<file path="src/rtl/spi_slave16_if.sv">
`default_nettype none
// ============================================================================
// Module   : spi_slave16_if
// Purpose  : SPI pins plus parallel word/flag bus of the 16-bit SPI responder.
// Revision : 1.0  initial release
// ============================================================================
interface spi_slave16_if #(
    parameter int WIDTH = 16
);
    logic             SCLK;
    logic             SS_n;
    logic             MOSI;
    logic             MISO;
    logic [WIDTH-1:0] tx_data;
    logic [WIDTH-1:0] rx_data;
    logic             rdy;
    logic             clr_rdy;
    logic             frm_err;
    logic             busy;

    modport slave (
        input  SCLK, SS_n, MOSI, tx_data, clr_rdy,
        output MISO, rx_data, rdy, frm_err, busy
    );

    modport master (
        output SCLK, SS_n, MOSI, tx_data, clr_rdy,
        input  MISO, rx_data, rdy, frm_err, busy
    );
endinterface
`default_nettype wire

</file>
<file path="src/rtl/spi_slave16.sv">
`default_nettype none
// ============================================================================
// Module   : spi_slave16
// Purpose  : SPI mode-3 responder, one WIDTH-bit word per SS_n frame, clk domain.
// Revision : 1.0  initial release
// ============================================================================
module spi_slave16 #(
    parameter int WIDTH       = 16,
    parameter int SYNC_STAGES = 2
) (
    input  wire logic    clk,
    input  wire logic    rst,
    spi_slave16_if.slave bus
);
    localparam int                 c_CNT_W    = $clog2(WIDTH + 2);
    localparam logic [c_CNT_W-1:0] c_CNT_FULL = c_CNT_W'(WIDTH);
    localparam logic [c_CNT_W-1:0] c_CNT_SAT  = c_CNT_W'(WIDTH + 1);

    typedef enum logic [1:0] {
        S_IDLE  = 2'd0,
        S_SHIFT = 2'd1,
        S_DONE  = 2'd2
    } state_t;

    state_t r_state;
    state_t w_next;

    // Bit SYNC_STAGES of the SCLK/SS_n chains is the edge-detect history flop.
    logic [SYNC_STAGES:0]   r_sclk_sync;
    logic [SYNC_STAGES:0]   r_ss_sync;
    logic [SYNC_STAGES-1:0] r_mosi_sync;

    logic [WIDTH-1:0]   r_tx_shift;
    logic [WIDTH-1:0]   r_rx_shift;
    logic [WIDTH-1:0]   r_rx_data;
    logic [c_CNT_W-1:0] r_bit_cnt;
    logic               r_rdy;
    logic               r_frm_err;
    logic               r_ss_fall_pend;

    logic w_sclk_rise;
    logic w_sclk_fall;
    logic w_ss_fall;
    logic w_ss_rise;
    logic w_mosi;
    logic w_start;

    always_ff @(posedge clk) begin
        if (rst) begin
            r_sclk_sync <= '1;
            r_ss_sync   <= '1;
            r_mosi_sync <= '1;
        end else begin
            r_sclk_sync <= {r_sclk_sync[SYNC_STAGES-1:0], bus.SCLK};
            r_ss_sync   <= {r_ss_sync[SYNC_STAGES-1:0], bus.SS_n};
            r_mosi_sync <= {r_mosi_sync[SYNC_STAGES-2:0], bus.MOSI};
        end
    end

    assign w_sclk_rise = r_sclk_sync[SYNC_STAGES-1] & ~r_sclk_sync[SYNC_STAGES];
    assign w_sclk_fall = ~r_sclk_sync[SYNC_STAGES-1] & r_sclk_sync[SYNC_STAGES];
    assign w_ss_fall   = ~r_ss_sync[SYNC_STAGES-1] & r_ss_sync[SYNC_STAGES];
    assign w_ss_rise   = r_ss_sync[SYNC_STAGES-1] & ~r_ss_sync[SYNC_STAGES];
    assign w_mosi      = r_mosi_sync[SYNC_STAGES-1];
    // A select edge arriving during DONE is remembered so IDLE can still start.
    assign w_start     = w_ss_fall | r_ss_fall_pend;

    always_ff @(posedge clk) begin
        if (rst) begin
            r_state <= S_IDLE;
        end else begin
            r_state <= w_next;
        end
    end

    always_comb begin
        w_next = r_state;
        case (r_state)
            S_IDLE:  if (w_start) w_next = S_SHIFT;
            S_SHIFT: if (w_ss_rise) w_next = S_DONE;
            S_DONE:  w_next = S_IDLE;
            default: w_next = S_IDLE;
        endcase
    end

    always_ff @(posedge clk) begin
        if (rst) begin
            r_tx_shift     <= '1;
            r_rx_shift     <= '0;
            r_rx_data      <= '0;
            r_bit_cnt      <= '0;
            r_rdy          <= 1'b0;
            r_frm_err      <= 1'b0;
            r_ss_fall_pend <= 1'b0;
        end else begin
            r_ss_fall_pend <= (r_state == S_DONE) && w_ss_fall;
            // Clear first so a same-cycle set from DONE overrides it.
            if (bus.clr_rdy) begin
                r_rdy     <= 1'b0;
                r_frm_err <= 1'b0;
            end
            case (r_state)
                S_IDLE: begin
                    if (w_start) begin
                        r_tx_shift <= bus.tx_data;
                        r_bit_cnt  <= '0;
                    end
                end
                S_SHIFT: begin
                    if (w_sclk_rise) begin
                        r_rx_shift <= {r_rx_shift[WIDTH-2:0], w_mosi};
                        if (r_bit_cnt != c_CNT_SAT) begin
                            r_bit_cnt <= r_bit_cnt + 1'b1;
                        end
                    end
                    if (w_sclk_fall && (r_bit_cnt != '0)) begin
                        r_tx_shift <= {r_tx_shift[WIDTH-2:0], 1'b1};
                    end
                end
                S_DONE: begin
                    if (r_bit_cnt == c_CNT_FULL) begin
                        r_rx_data <= r_rx_shift;
                        r_rdy     <= 1'b1;
                    end else begin
                        r_frm_err <= 1'b1;
                    end
                end
                default: ;
            endcase
        end
    end

    assign bus.MISO    = (r_state == S_SHIFT) ? r_tx_shift[WIDTH-1] : 1'b1;
    assign bus.busy    = (r_state != S_IDLE);
    assign bus.rx_data = r_rx_data;
    assign bus.rdy     = r_rdy;
    assign bus.frm_err = r_frm_err;
endmodule
`default_nettype wire

</file>
<file path="src/flat_wrapper.sv">
// flat-port wrapper written by rule: the top's interface ports become plain ports
module spi_slave16_flat 
#(
    parameter int WIDTH       = 16,
    parameter int SYNC_STAGES = 2
)
  (clk, rst, bus_SCLK, bus_SS_n, bus_MOSI, bus_tx_data, bus_clr_rdy, bus_MISO, bus_rx_data, bus_rdy, bus_frm_err, bus_busy);
  spi_slave16_if #(.WIDTH(WIDTH)) bus_i ();
  input  wire logic clk;
  input  wire logic rst;
  input wire logic [$bits(bus_i.SCLK)-1:0] bus_SCLK;
  input wire logic [$bits(bus_i.SS_n)-1:0] bus_SS_n;
  input wire logic [$bits(bus_i.MOSI)-1:0] bus_MOSI;
  input wire logic [$bits(bus_i.tx_data)-1:0] bus_tx_data;
  input wire logic [$bits(bus_i.clr_rdy)-1:0] bus_clr_rdy;
  output wire logic [$bits(bus_i.MISO)-1:0] bus_MISO;
  output wire logic [$bits(bus_i.rx_data)-1:0] bus_rx_data;
  output wire logic [$bits(bus_i.rdy)-1:0] bus_rdy;
  output wire logic [$bits(bus_i.frm_err)-1:0] bus_frm_err;
  output wire logic [$bits(bus_i.busy)-1:0] bus_busy;
  assign bus_i.SCLK = bus_SCLK;
  assign bus_i.SS_n = bus_SS_n;
  assign bus_i.MOSI = bus_MOSI;
  assign bus_i.tx_data = bus_tx_data;
  assign bus_i.clr_rdy = bus_clr_rdy;
  assign bus_MISO = bus_i.MISO;
  assign bus_rx_data = bus_i.rx_data;
  assign bus_rdy = bus_i.rdy;
  assign bus_frm_err = bus_i.frm_err;
  assign bus_busy = bus_i.busy;
  spi_slave16 #(.WIDTH(WIDTH), .SYNC_STAGES(SYNC_STAGES)) u_core (.clk(clk), .rst(rst), .bus(bus_i));
endmodule
</file>
<file path="config.mk">
export PLATFORM = sky130hd
export DESIGN_NAME = spi_slave16_flat
export DESIGN_NICKNAME = d
export VERILOG_FILES = /design/src/rtl/spi_slave16_if.sv /design/src/rtl/spi_slave16.sv /design/src/flat_wrapper.sv
export SDC_FILE = /design/constraint.sdc
export NUM_CORES = 1
export LEC_CHECK = 0
export BUFFER_PORTS_ARGS = -buffer_cell sky130_fd_sc_hd__buf_2
export CORE_ASPECT_RATIO = 0.7
export CORE_MARGIN = 4
export CORE_UTILIZATION = 55
export CTS_CLUSTER_SIZE = 8
export DETAILED_ROUTE_END_ITERATION = 12
export PLACE_DENSITY_LB_ADDON = 0.12
export SLEW_MARGIN = 40
export SYNTH_ARGS = -nofsm -noshare
export SYNTH_HDL_FRONTEND = slang
export SYNTH_SLANG_ARGS = --single-unit
</file>
<file path="constraint.sdc">
create_clock -name clk -period 2.27 [get_ports clk]
set_clock_uncertainty 0.05 [all_clocks]
set_input_delay 0.227 -clock clk [delete_from_list [all_inputs] [get_ports clk]]
set_output_delay 0.227 -clock clk [all_outputs]
set_load 0.01 [all_outputs]
</file>
==> Word level (Yosys, flattened, before mapping) <==
Cells that the tools add are included.
{ "classes": {"n_addsub": 1, "n_eq_ne": 9, "n_mux": 17, "bitwise_logic": 9, "n_reduce_logical": 11} }
{ "op_table": {"columns": ["op", "count"], "rows": [
  ["$mux W16", 2],
  ["$pmux W16 S2", 1],
  ["$mux W5", 3],
  ["$ne A2 B1 Y1 const B", 5],
  ["$pmux W5 S2", 1],
  ["$mux W1", 7],
  ["$reduce_and A2 Y1", 3],
  ["$add A5 B1 Y5 const B", 1],
  ["$eq A5 B5 Y1 const B", 1],
  ["$ne A5 B5 Y1 const B", 1],
  ["$reduce_bool A5 Y1", 1],
  ["$and A1 B1 Y1", 4],
  ["$mux W2", 2],
  ["$not A1 Y1", 4],
  ["$pmux W2 S2", 1],
  ["$reduce_and A4 Y1", 1],
  ["$reduce_bool A2 Y1", 2],
  ["$reduce_and A3 Y1", 1],
  ["$eq A2 B1 Y1 const B", 1],
  ["$eq A2 B2 Y1 const B", 1],
  ["$logic_and A1 B1 Y1", 2],
  ["$logic_not A2 Y1", 1],
  ["$or A1 B1 Y1", 1]
]} }
{ "word_totals": {"ff_bits": 66, "word_cells": 58} }

==> Logic depth before layout (Yosys ltp) <==
Gate-level depths: netlist (run 1).
{ "logic_depth": {"ltp_word": 5, "mapped_depth": 8} }

==> Least setup slack after synthesis (run 1) <==
Ideal clock, no wire load.
{ "synth_path": {"path_kind": "flip-flop to flip-flop", "start": "register u_core.r_bit_cnt[0]", "end": "register u_core.r_tx_shift[0]", "setup_time_ns": 0.129, "t_arrival_ns": 1.598, "required_time_ns": 2.091, "slack_ns": 0.494, "path_stages_with_launch": 9, "n_path_buf": 2, "cell_sequence": "dfxtp_1 -> inv_1 -> ha_1 -> nor4b_2 -> nor4b_4 -> or2_1 -> buf_6 -> buf_12 -> a21oi_2"} }
{ "synth_between": {"elab_chain_cells": 4} }
{ "synth_rtl": {"columns": ["element", "line_no", "text"], "rows": [
  ["start: declaration", "spi_slave16.sv:36", "logic [c_CNT_W-1:0] r_bit_cnt;"],
  ["start signal: assignment", "spi_slave16.sv:113", "r_bit_cnt <= r_bit_cnt + 1'b1;"],
  ["$reduce_bool A5 Y1", "spi_slave16.sv:116", "if (w_sclk_fall && (r_bit_cnt != '0)) begin"],
  ["$logic_and A1 B1 Y1", "spi_slave16.sv:116", null],
  ["$ne A2 B1 Y1 (no source line)", null, null],
  ["$reduce_and A3 Y1 (no source line)", null, null],
  ["end signal: assignment", "spi_slave16.sv:105", "r_tx_shift <= bus.tx_data;"],
  ["end signal: assignment", "spi_slave16.sv:117", "r_tx_shift <= {r_tx_shift[WIDTH-2:0], 1'b1};"],
  ["end: declaration", "spi_slave16.sv:33", "logic [WIDTH-1:0] r_tx_shift;"]
]} }
Every way passes these cells.
A chain may end at the register's enable or synchronous reset.

==> Final worst setup path (run 1) <==
{ "layout_path": {"start": "register u_core.r_state[0]", "end": "output port bus_MISO"} }
{ "layout_between": {"elab_chain_cells": 2} }
{ "layout_rtl": {"columns": ["element", "line_no", "text"], "rows": [
  ["start: declaration", "spi_slave16.sv:25", "state_t r_state;"],
  ["start signal: assignment", "spi_slave16.sv:72", "r_state <= w_next;"],
  ["$eq A2 B1 Y1", "spi_slave16.sv:133", "assign bus.MISO = (r_state == S_SHIFT) ? r_tx_shift[WIDTH-1] : 1'b1;"],
  ["$mux W1", "spi_slave16.sv:133", null],
  ["end: declaration", "flat_wrapper.sv:16", "output wire logic [$bits(bus_i.MISO)-1:0] bus_MISO;"]
]} }
Every way passes these cells.

==> metrics.txt, run 1 <==
clock insertion delay at the later pin of the skew report between 0.3 and 0.4 ns; maximum operating frequency 0.515 GHz; Initial DRT Pass Iterations 4; biggest area consumer among synthesized cells sky130_fd_sc_hd__dfxtp_1; simple-gate share of the synthesized area a little under a quarter; worst r2r src u_core.r_bit_cnt[0]; P_leak approximately 1.3 nW; # fillers ~380; x dimension of the die approximately 90 um; Clk Tree Root Cell sky130_fd_sc_hd__clkbuf_8; number of DRC markers in iteration 0 a little over 90; Worst setup EP type output pin; Setup Viol. Count Final 0; area of the mapped netlist between 0.002 and 0.003 mm^2; flop-to-flop setup slack 0.51 ns; placement row count 20; cell types with the largest area share after synthesis sky130_fd_sc_hd__dfxtp_1 49%, sky130_fd_sc_hd__mux2i_1 6.0%, sky130_fd_sc_hd__a21oi_1 5.0%; DRT antenna net count 0; number of global-route vias before repair between 1500 and 2000; dominant combinational cell family by area after synthesis simple AND/OR/NAND/NOR gates; drt drc 0; Synth Area in Compound Gates 13.5%; top-level I/O count 42; data arrival at the endpoint of the critical path around 1.7 ns; setup repair after global routing missed its margin false; Maximum Capacitance Violations 0; post-detailed-route wirelength per cell about 13 um; CTS Buf Count 9; sequential cell area fraction in the yosys report ~49%; Post-DP HPWL about 3.4 mm; Post-Synthesis Net Count about 320; clk sinks between 60 and 70; parity-gate share of the synthesized area counting xor and xnor cells less than 1%; count of input and output buffers around 40; path category of the worst min-delay check in2reg; total routing resource utilization after global routing 18.5%; Hold EP u_core.r_mosi_sync[0]; delay of the slowest critical-path stage between 0.4 and 0.5 ns; initial core utilization 59.4%; adder-cell share of the synthesized area under 10%; number of warnings issued by yosys 0; hold buffers post-CTS 0; cell at the slowest stage of the critical path sky130_fd_sc_hd__nor2b_1; reg-to-reg endpoint u_core.r_tx_shift[7]; leading register cell type out of synthesis sky130_fd_sc_hd__dfxtp_1; leading cell type in the layout, fill and taps excluded sky130_fd_sc_hd__dfxtp_1; Seq cells post-synth 66; Slew HR around two thirds; area of the die a little over 0.006 mm^2; Area growth syn-to-layout 15.8%; wire length of the first global-routing pass a little under 9 mm; share of the clock period used by the worst path between 80% and 90%; FF-to-FF path depth 7; final-report hold violation count 0; Final min period between 1.5 and 2 ns; number of distinct library cell variants in the gate-level netlist after synthesis 38; proportion of netlist area held by the largest area contributor between 40% and 50%; count of cells along the worst hold path 2; total congestion overflow after global routing 0; post-layout net count roughly 360; Routed Wire Length around 5.0 mm; total negative slack for setup checks 0 ns; end-of-flow core utilization 68.8%; cell count after synthesis ~290; critical path startpoint category flip-flop; max-slew violation count 0; largest net degree at the start of global routing 56; multiplexer share of the synthesized area ~6.0%; share of synthesized flip-flops with an asynchronous set or reset 0%; RePlAce Congestion 0.771; vertical die dimension 66.5 um; commonest cells after routing, fill and taps aside 66 x sky130_fd_sc_hd__dfxtp_1, 40 x sky130_fd_sc_hd__buf_2, 34 x sky130_fd_sc_hd__nand2_1, 27 x sky130_fd_sc_hd__a21oi_1, 24 x sky130_fd_sc_hd__nor2_1; core region area about 0.0045 mm^2; count of buffering cells on the critical path with inverters included 2; transition at the pin with the smallest max-transition slack 0.518 ns; antenna violations before repair 0; startpoint of the most critical setup path u_core.r_state[0]; Worst Hold Launch bus_MOSI; ordered cell list for the critical path nor2b_1 -> buf_4 -> nand2b_1 -> buf_2; total power draw 2.20 mW; average footprint of a synthesized cell 9.25 um^2; CTS tree built; clock transition at the register clock pins on the worst setup and hold paths after CTS 0.06 ns; H-tree levels 3; CTS max path bufs 2; IR drop worst, VDD approximately 0.00042 V; number of post-CTS setup repair buffers 0; post-detailed-route via-to-cell ratio between 5 and 6; number of antenna cells inserted 0; Post-synth EDFFs 0; critical path class reg2out; non-filler instance count after layout 400; result of the run complete, no violations; ratio of cells with drive above 1 in the final layout about 25%; worst-path maximum fanout 13; cell family with the largest share of critical-path delay simple AND/OR/NAND/NOR gates; Vias ~2100; Inst Count DP around 390; power density cells between 700 and 800 mW/mm^2; critical path required time between 1.5 and 2 ns; number of gates resized after cts 0
==> cell type report <==
| type | instances | area [um^2] | share of cell area [%] |
|---|---|---|---|
| sequential | 66 | 1320 | 42.4 |
| multi-input combinational | 197 | 1230 | 39.4 |
| timing repair buffer | 52 | 293 | 9.39 |
| clock buffer | 11 | 131 | 4.22 |
| tap | 66 | 82.6 | 2.65 |
| clock inverter | 3 | 42.5 | 1.36 |
| inverter | 5 | 18.8 | 0.602 |
==> state kept, by name, indices dropped and copies added (netlist names) <==
name,count
u_core.bus.frm_err,1
u_core.bus.rdy,1
u_core.bus.rx_data,16
u_core.r_bit_cnt,5
u_core.r_mosi_sync,2
u_core.r_rx_shift,16
u_core.r_sclk_sync,3
u_core.r_ss_fall_pend,1
u_core.r_ss_sync,3
u_core.r_state,2
u_core.r_tx_shift,16
==> cells in the mapped netlist (all sizes together), types with 3 or more instances <==
cell	count
buf	12
nor4	16
nor2	24
dfxtp	66
a211oi	15
and2	15
mux2i	16
inv	5
a21oi	37
nor2b	3
or2	10
ha	3
nand4	3
nand2	34
clkbuf	11
nand2b	4
==> where the power goes <==
part	switching, mW	internal, mW
registers	0.00922	1.18
logic	0.0681	0.0548
clock network	0.395	0.493
==> metrics by stage <==
step                      hold WS (ns)  area (um^2)  worst slack (ns)
after global placement           0.344         2930             0.579
final                           0.0213         3120             0.328
after global routing           0.00643         3120             0.156
after floorplan                  0.281         2690             0.494
after CTS                      0.00120         3110             0.309
after detailed placement         0.347         2930             0.507
==> worst max path at each step <==
stage / end / cells past startpoint
after floorplan: u_core.r_tx_shift[0] / 8
final: bus_MISO / 4
after global placement: u_core.r_tx_shift[8] / 7
after global routing: bus_MISO / 4
after detailed placement: u_core.r_tx_shift[7] / 7
after CTS: bus_MISO / 4
==> worst register-to-register path: stages, from the launching register on <==
cell and delay [ns]:
sky130_fd_sc_hd__dfxtp_1 0.41, sky130_fd_sc_hd__inv_1 0.07, sky130_fd_sc_hd__ha_1 0.23, sky130_fd_sc_hd__nor4b_2 0.18, sky130_fd_sc_hd__nor4b_4 0.23, sky130_fd_sc_hd__or2_1 0.14, sky130_fd_sc_hd__buf_4 0.25, sky130_fd_sc_hd__a21oi_1 0.10
==> logic make-up after synthesis <==
| family | count (synthesis) |
|---|---|
| flops | 66 |
| simple gates | 119 |
| fa+ha+maj | 3 |
| buf+inv | 28 |
| compound gates | 56 |
| mux | 16 |
| xor+xnor | 3 |
==> per-layer routing <==
layer,up-vias,GRT usage [%],routed length (um),part of all wire (%)
met5,-,0,0,0
met4,0,6.77,57,1.1
met3,6,7.11,260,5.2
met2,46,27.2,2200,44
met1,943,24.6,2510,50
li1,1082,-,-,-
No activity file was read; power rests on OpenSTA's default activity.
==> inputs of run 2 (changes only) <==
--- a/config.mk
+++ b/config.mk
@@ -8,7 +8,7 @@
 export BUFFER_PORTS_ARGS = -buffer_cell sky130_fd_sc_hd__buf_2
 export CORE_ASPECT_RATIO = 0.7
 export CORE_MARGIN = 4
-export CORE_UTILIZATION = 55
+export CORE_UTILIZATION = 50
 export CTS_CLUSTER_SIZE = 8
 export DETAILED_ROUTE_END_ITERATION = 12
 export PLACE_DENSITY_LB_ADDON = 0.12
==> constraint.sdc (replaced) <==
create_clock -name clk -period 1.7 [get_ports clk]
set_clock_uncertainty 0.05 [all_clocks]
set_input_delay 0.17 -clock clk [delete_from_list [all_inputs] [get_ports clk]]
set_output_delay 0.17 -clock clk [all_outputs]
set_load 0.01 [all_outputs]
==> metrics.txt, run 2 (synthesized netlist as in run 1, its figures left out) <==
area of the multi-input gates roughly 0.0012 mm^2; maximum operating frequency about 0.64 GHz; ratio of cells with drive above 1 in the final layout between 20 and 30%; largest net degree at the start of global routing 46; post-detailed-route via-to-cell ratio about 5; area of the die 0.00664 mm^2; combinational share of power approximately 6.3%; antenna violations before repair 0; worst r2r src u_core.r_bit_cnt[1]; cell internal power dissipation approximately 2.3 mW; part of the total power dissipated in sequential elements 52.6%; H-tree levels 3; share of the clock period used by the worst path 92.3%; final-report hold violation count 0; Vias approximately 2100; Routed Wire Length around 5.3 mm; clk sinks 66; drt drc 0; post-detailed-route wirelength per cell 12.8 um; data arrival at the endpoint of the critical path approximately 1.7 ns; delay of the slowest critical-path stage around 0.35 ns; total negative slack for setup checks 0 ns; post-route worst hold slack a little over 0.06 ns; Initial DRT Pass Iterations 6; clock insertion delay at the later pin of the skew report approximately 0.33 ns; result of the run complete, no violations; Worst setup EP type flip-flop; number of DRC markers in iteration 0 82; top-level I/O count between 40 and 50; # fillers 472; number of post-CTS setup repair buffers 0; leading cell type in the layout, fill and taps excluded sky130_fd_sc_hd__dfxtp_1; Net Sw Power about 0.67 mW; Final min period roughly 1.6 ns; critical path required time about 1.9 ns; number of global-route vias before repair just under 2000; Sw Share around 22%; part of the power in the clock network 41.1%; Area growth syn-to-layout 21.9%; ordered cell list for the critical path inv_2 -> ha_2 -> nor4b_4 -> nor4b_4 -> or2_4 -> clkbuf_16 -> a21oi_2; Slew HR 71.0%; power density cells ~920 mW/mm^2; DRT antenna net count 0; placement row count 22; total routing resource utilization after global routing between 10% and 20%; flop-to-flop setup slack ~0.13 ns; clock transition at the register clock pins on the worst setup and hold paths after CTS around 0.070 ns; Post-DP HPWL roughly 3.6 mm; commonest cells after routing, fill and taps aside 63 x sky130_fd_sc_hd__dfxtp_1, 41 x sky130_fd_sc_hd__buf_2, 34 x sky130_fd_sc_hd__nand2_1, 27 x sky130_fd_sc_hd__a21oi_1, 24 x sky130_fd_sc_hd__nor2_1; Clk Tree Root Cell sky130_fd_sc_hd__clkbuf_8; cell at the slowest stage of the critical path sky130_fd_sc_hd__dfxtp_2; Worst Hold Launch bus_tx_data[0]; Hold EP u_core.r_tx_shift[0]; number of antenna cells inserted 0; P_leak 1.40 nW; critical path startpoint category flip-flop; worst-path maximum fanout 8; RePlAce Congestion between 0.8 and 0.9; x dimension of the die about 96 um; cell mode on critical path sky130_fd_sc_hd__nor4b_4; wire length of the first global-routing pass ~9 mm; register area 0.00133 mm^2; vertical die dimension roughly 70 um; count of cells along the worst hold path 3; post-layout net count approximately 360; transition at the pin with the smallest max-transition slack approximately 0.43 ns; reg-to-reg endpoint u_core.r_tx_shift[4]; CTS max path bufs 2; max-slew violation count 0; CTS tree built; IR drop worst, VDD between 0.0005 and 0.0006 V; CTS Buf Count 9; FF-to-FF path depth 7; total congestion overflow after global routing 0; initial core utilization between 50 and 60%; count of input and output buffers between 40 and 50; critical path class reg2reg; path category of the worst min-delay check in2reg; Maximum Capacitance Violations 0; setup repair after global routing missed its margin false; core region area 0.00523 mm^2; Setup Viol. Count Final 0
-- run 2: per-layer routing --
layer,global-route usage (%),part of all wire [%]
met1,24.0,51
met2,24.9,43
met3,5.97,5.2
met4,5.68,1.1
met5,0,0
-- run 2: worst max path at each step --
stage | endpoint | slack, ns | cells after the start | startpoint
CTS | u_core.r_tx_shift[12] | 0.03 | 7 | u_core.r_bit_cnt[1]
detailed placement | u_core.r_tx_shift[12] | 0.05 | 7 | u_core.r_bit_cnt[1]
global placement | u_core.r_tx_shift[8] | 0.18 | 7 | u_core.r_bit_cnt[1]
floorplan | u_core.r_tx_shift[15] | 0.002 | 8 | u_core.r_bit_cnt[0]
finish | u_core.r_tx_shift[4] | 0.13 | 7 | u_core.r_bit_cnt[1]
global route | u_core.r_bit_cnt[2] | 0.02 | 5 | u_core.r_state[1]
-- run 2: metrics by stage --
stage / instances / area, um^2 / power [mW] / util [%] / worst slack, ns
6_report: 416 / 3280 / 3.01 / 62.8 / 0.131
2_1_floorplan: 291 / 2710 / 1.73 / - / 0.00160
3_5_place_dp: 396 / 3030 / 1.80 / 57.9 / 0.0504
5_1_grt: 416 / 3280 / 3.14 / 62.8 / 0.0211
4_1_cts: 415 / 3240 / 3.04 / 62.0 / 0.0345
3_3_place_gp: 396 / 3030 / 1.79 / 57.9 / 0.179
-- run 2: timing repair --
item | CTS | global route
endpoints found under the setup margin | 0 | 12
endpoints found under the hold margin | 3 | 0
resized for setup | 0 | 4
hold buffers | 3 | 0
-- run 2: worst max-delay path: cells and delay by family (launching register included) --
family	cells	cell delay (ns)
DFF	1	0.35
adders and majority gates	1	0.19
and+or+nand+nor	3	0.60
buffers and inverters	2	0.21
AOI/OAI and AO/OA	1	0.05
-- run 2: layout make-up --
cell class                 count  area share, %
sequential                    66           40.4
multi-input combinational    197           38.0
timing repair buffer          60           12.6
clock buffer                  11           4.00
tap                           72           2.74
clock inverter                 5           1.68
inverter                       5          0.572
-- run 2: power by group through the flow --
stage | Combinational, mW | Sequential (mW) | Clock (mW)
after floorplan | 0.120 | 1.61 | 0
after global placement | 0.175 | 1.62 | 0
after detailed placement | 0.178 | 1.62 | 0
after CTS | 0.184 | 1.58 | 1.28
after global routing | 0.210 | 1.59 | 1.34
final | 0.188 | 1.58 | 1.24
==> inputs of run 3 (changes only) <==
--- a/config.mk
+++ b/config.mk
@@ -8,9 +8,11 @@
 export BUFFER_PORTS_ARGS = -buffer_cell sky130_fd_sc_hd__buf_2
 export CORE_ASPECT_RATIO = 0.7
 export CORE_MARGIN = 4
-export CORE_UTILIZATION = 50
+export CORE_UTILIZATION = 55
+export CTS_CLUSTER_DIAMETER = 30
 export CTS_CLUSTER_SIZE = 8
 export DETAILED_ROUTE_END_ITERATION = 12
+export HOLD_SLACK_MARGIN = 0.02
 export PLACE_DENSITY_LB_ADDON = 0.12
 export SLEW_MARGIN = 40
 export SYNTH_ARGS = -nofsm -noshare
==> constraint.sdc (replaced) <==
create_clock -name clk -period 1.5 [get_ports clk]
set_clock_uncertainty 0.05 [all_clocks]
set_input_delay 0.15 -clock clk [delete_from_list [all_inputs] [get_ports clk]]
set_output_delay 0.15 -clock clk [all_outputs]
set_load 0.01 [all_outputs]
==> metrics.txt, run 3 (synthesized netlist as in run 1, its figures left out) <==
Setup Viol. Count Final 10; count of input and output buffers 41; drt drc 0; clk sinks 66; number of antenna cells inserted 0; initial core utilization 59.4%; Final min period 1.52 ns; Slew HR between 70% and 80%; part of the total power dissipated in sequential elements 54.2%; number of DRC markers in iteration 0 93; cell internal power dissipation 2.54 mW; Maximum Capacitance Violations 0; cell family with the largest share of critical-path delay simple AND/OR/NAND/NOR gates; IR drop worst, VDD 0.000756 V; H-tree levels 3; final-report hold violation count 0; area after detailed placement ~0.0031 mm^2; post-detailed-route wirelength per cell 13.4 um; wire length of the first global-routing pass roughly 9 mm; clock insertion delay at the later pin of the skew report between 0.3 and 0.4 ns; post-detailed-route via-to-cell ratio between 5 and 6; Inst Count DP 396; CTS Buf Count 9; worst-path maximum fanout 8; critical path startpoint category flip-flop; placement row count 20; leading cell type in the layout, fill and taps excluded sky130_fd_sc_hd__dfxtp_1; vertical die dimension 66.5 um; maximum operating frequency 0.658 GHz; x dimension of the die ~92 um; result of the run complete, but fails checks; Worst setup EP type flip-flop; Clk Tree Root Cell sky130_fd_sc_hd__clkbuf_8; largest net degree at the start of global routing 38; count of buffering cells on the critical path with inverters included 2; clock transition at the register clock pins on the worst setup and hold paths after CTS approximately 0.07 ns; top-level I/O count 42; total power draw roughly 3.3 mW; Routed Wire Length between 5 and 6 mm; ratio of cells with drive above 1 in the final layout a little over a third; critical path class reg2reg; Net Sw Power 0.780 mW; power density cells approximately 960 mW/mm^2; share of the clock period used by the worst path 101%; Sw Share a little under a quarter; combinational share of power about 7.4%; CTS max path bufs 2; total routing resource utilization after global routing approximately a fifth; Post-Layout Inst Area 0.00347 mm^2; non-filler instance count after layout between 400 and 500; cell mode on critical path sky130_fd_sc_hd__nor4b_4; setup slack after layout -0.0203 ns; number of global-route vias before repair a little over 2000; transition at the pin with the smallest max-transition slack approximately 0.43 ns; path category of the worst min-delay check in2reg; delay of the slowest critical-path stage between 0.3 and 0.4 ns; critical path required time between 1.5 and 2 ns; DRT antenna net count 0; cell at the slowest stage of the critical path sky130_fd_sc_hd__dfxtp_2; RePlAce Congestion between 0.7 and 0.8; commonest cells after routing, fill and taps aside 62 x sky130_fd_sc_hd__dfxtp_1, 41 x sky130_fd_sc_hd__buf_2, 34 x sky130_fd_sc_hd__nand2_1, 24 x sky130_fd_sc_hd__nor2_1, 20 x sky130_fd_sc_hd__a21oi_1; post-layout net count 373; setup repair after global routing missed its margin true; end-of-flow core utilization 76.6%; P_leak 1.46 nW; ordered cell list for the critical path inv_2 -> ha_4 -> nor4b_4 -> nor4b_4 -> or2_4 -> clkbuf_16 -> a21oi_2; antenna violations before repair 0; Vias 2177; max-slew violation count 0; part of the power in the clock network roughly two fifths; core region area roughly 0.0045 mm^2; CTS tree built; area of the die 0.00609 mm^2; total congestion overflow after global routing 0; Area growth syn-to-layout 28.9%; flop-to-flop setup slack -0.02 ns; Initial DRT Pass Iterations 4; Post-DP HPWL 3.50 mm; violated checks negative setup slack; data arrival at the endpoint of the critical path ~1.7 ns
## run 3: area by class of cell
class | count | area (um^2)
Clock buffer | 11 | 141
Sequential cell | 66 | 1330
Timing Repair Buffer | 69 | 514
Fill cell | 330 | 1060
Multi-Input combinational cell | 197 | 1360
Clock inverter | 5 | 30.0
Tap cell | 66 | 82.6
Inverter | 5 | 18.8
## run 3: what timing repair did
item / 4_1_cts / 5_1_grt
endpoints found under the setup margin: 22 / 39
pin swaps: 1 / 2
hold endpoints to repair: 3 / 0
cloned: 0 / 1
hold buffers: 3 / 0
resized for setup: 4 / 22
setup buffers: 2 / 1
## run 3: through the flow
| stage | worst slack, ns | TNS [ns] | hold WS, ns |
|---|---|---|---|
| floorplan | -0.191 | -2.32 | 0.204 |
| global placement | 0.0100 | 0 | 0.282 |
| detailed placement | -0.0562 | -0.243 | 0.284 |
| CTS | -0.0281 | -0.215 | 0.0298 |
| global route | -0.101 | -1.55 | 0.0542 |
| finish | -0.0203 | -0.0921 | 0.0519 |
## run 3: metal layers
layer	up-vias	part of all wire, %	track usage [%]
li1	1117	-	-
met1	1017	51	24.6
met4	0	0.77	6.20
met3	6	3.8	6.21
met2	37	44	29.9
met5	-	0	0
## run 3: worst paths after layout
check | start | endpoint | cells after the start
setup / recovery | u_core.r_bit_cnt[1] | u_core.r_tx_shift[0] | 7
hold / removal | bus_clr_rdy | u_core.bus.rdy | 3
setup reg to reg | u_core.r_bit_cnt[1] | u_core.r_tx_shift[0] | 7
hold reg to reg | u_core.r_sclk_sync[0] | u_core.r_sclk_sync[1] | 1
## run 3: power groups by stage
stage / combinational, mW / sequential, mW / clock [mW]
after floorplan: 0.136 / 1.83 / 0
after global placement: 0.200 / 1.83 / 0
after detailed placement: 0.202 / 1.83 / 0
after CTS: 0.218 / 1.79 / 1.31
after global routing: 0.268 / 1.80 / 1.39
final: 0.246 / 1.80 / 1.27
## run 3: worst min-delay path, delay by kind of cell
kind / cells / cell delay (ns)
AO/OA/AOI/OAI: 1 / 0.06
AND/OR/NAND/NOR: 1 / 0.09
buffers and inverters: 1 / 0.09
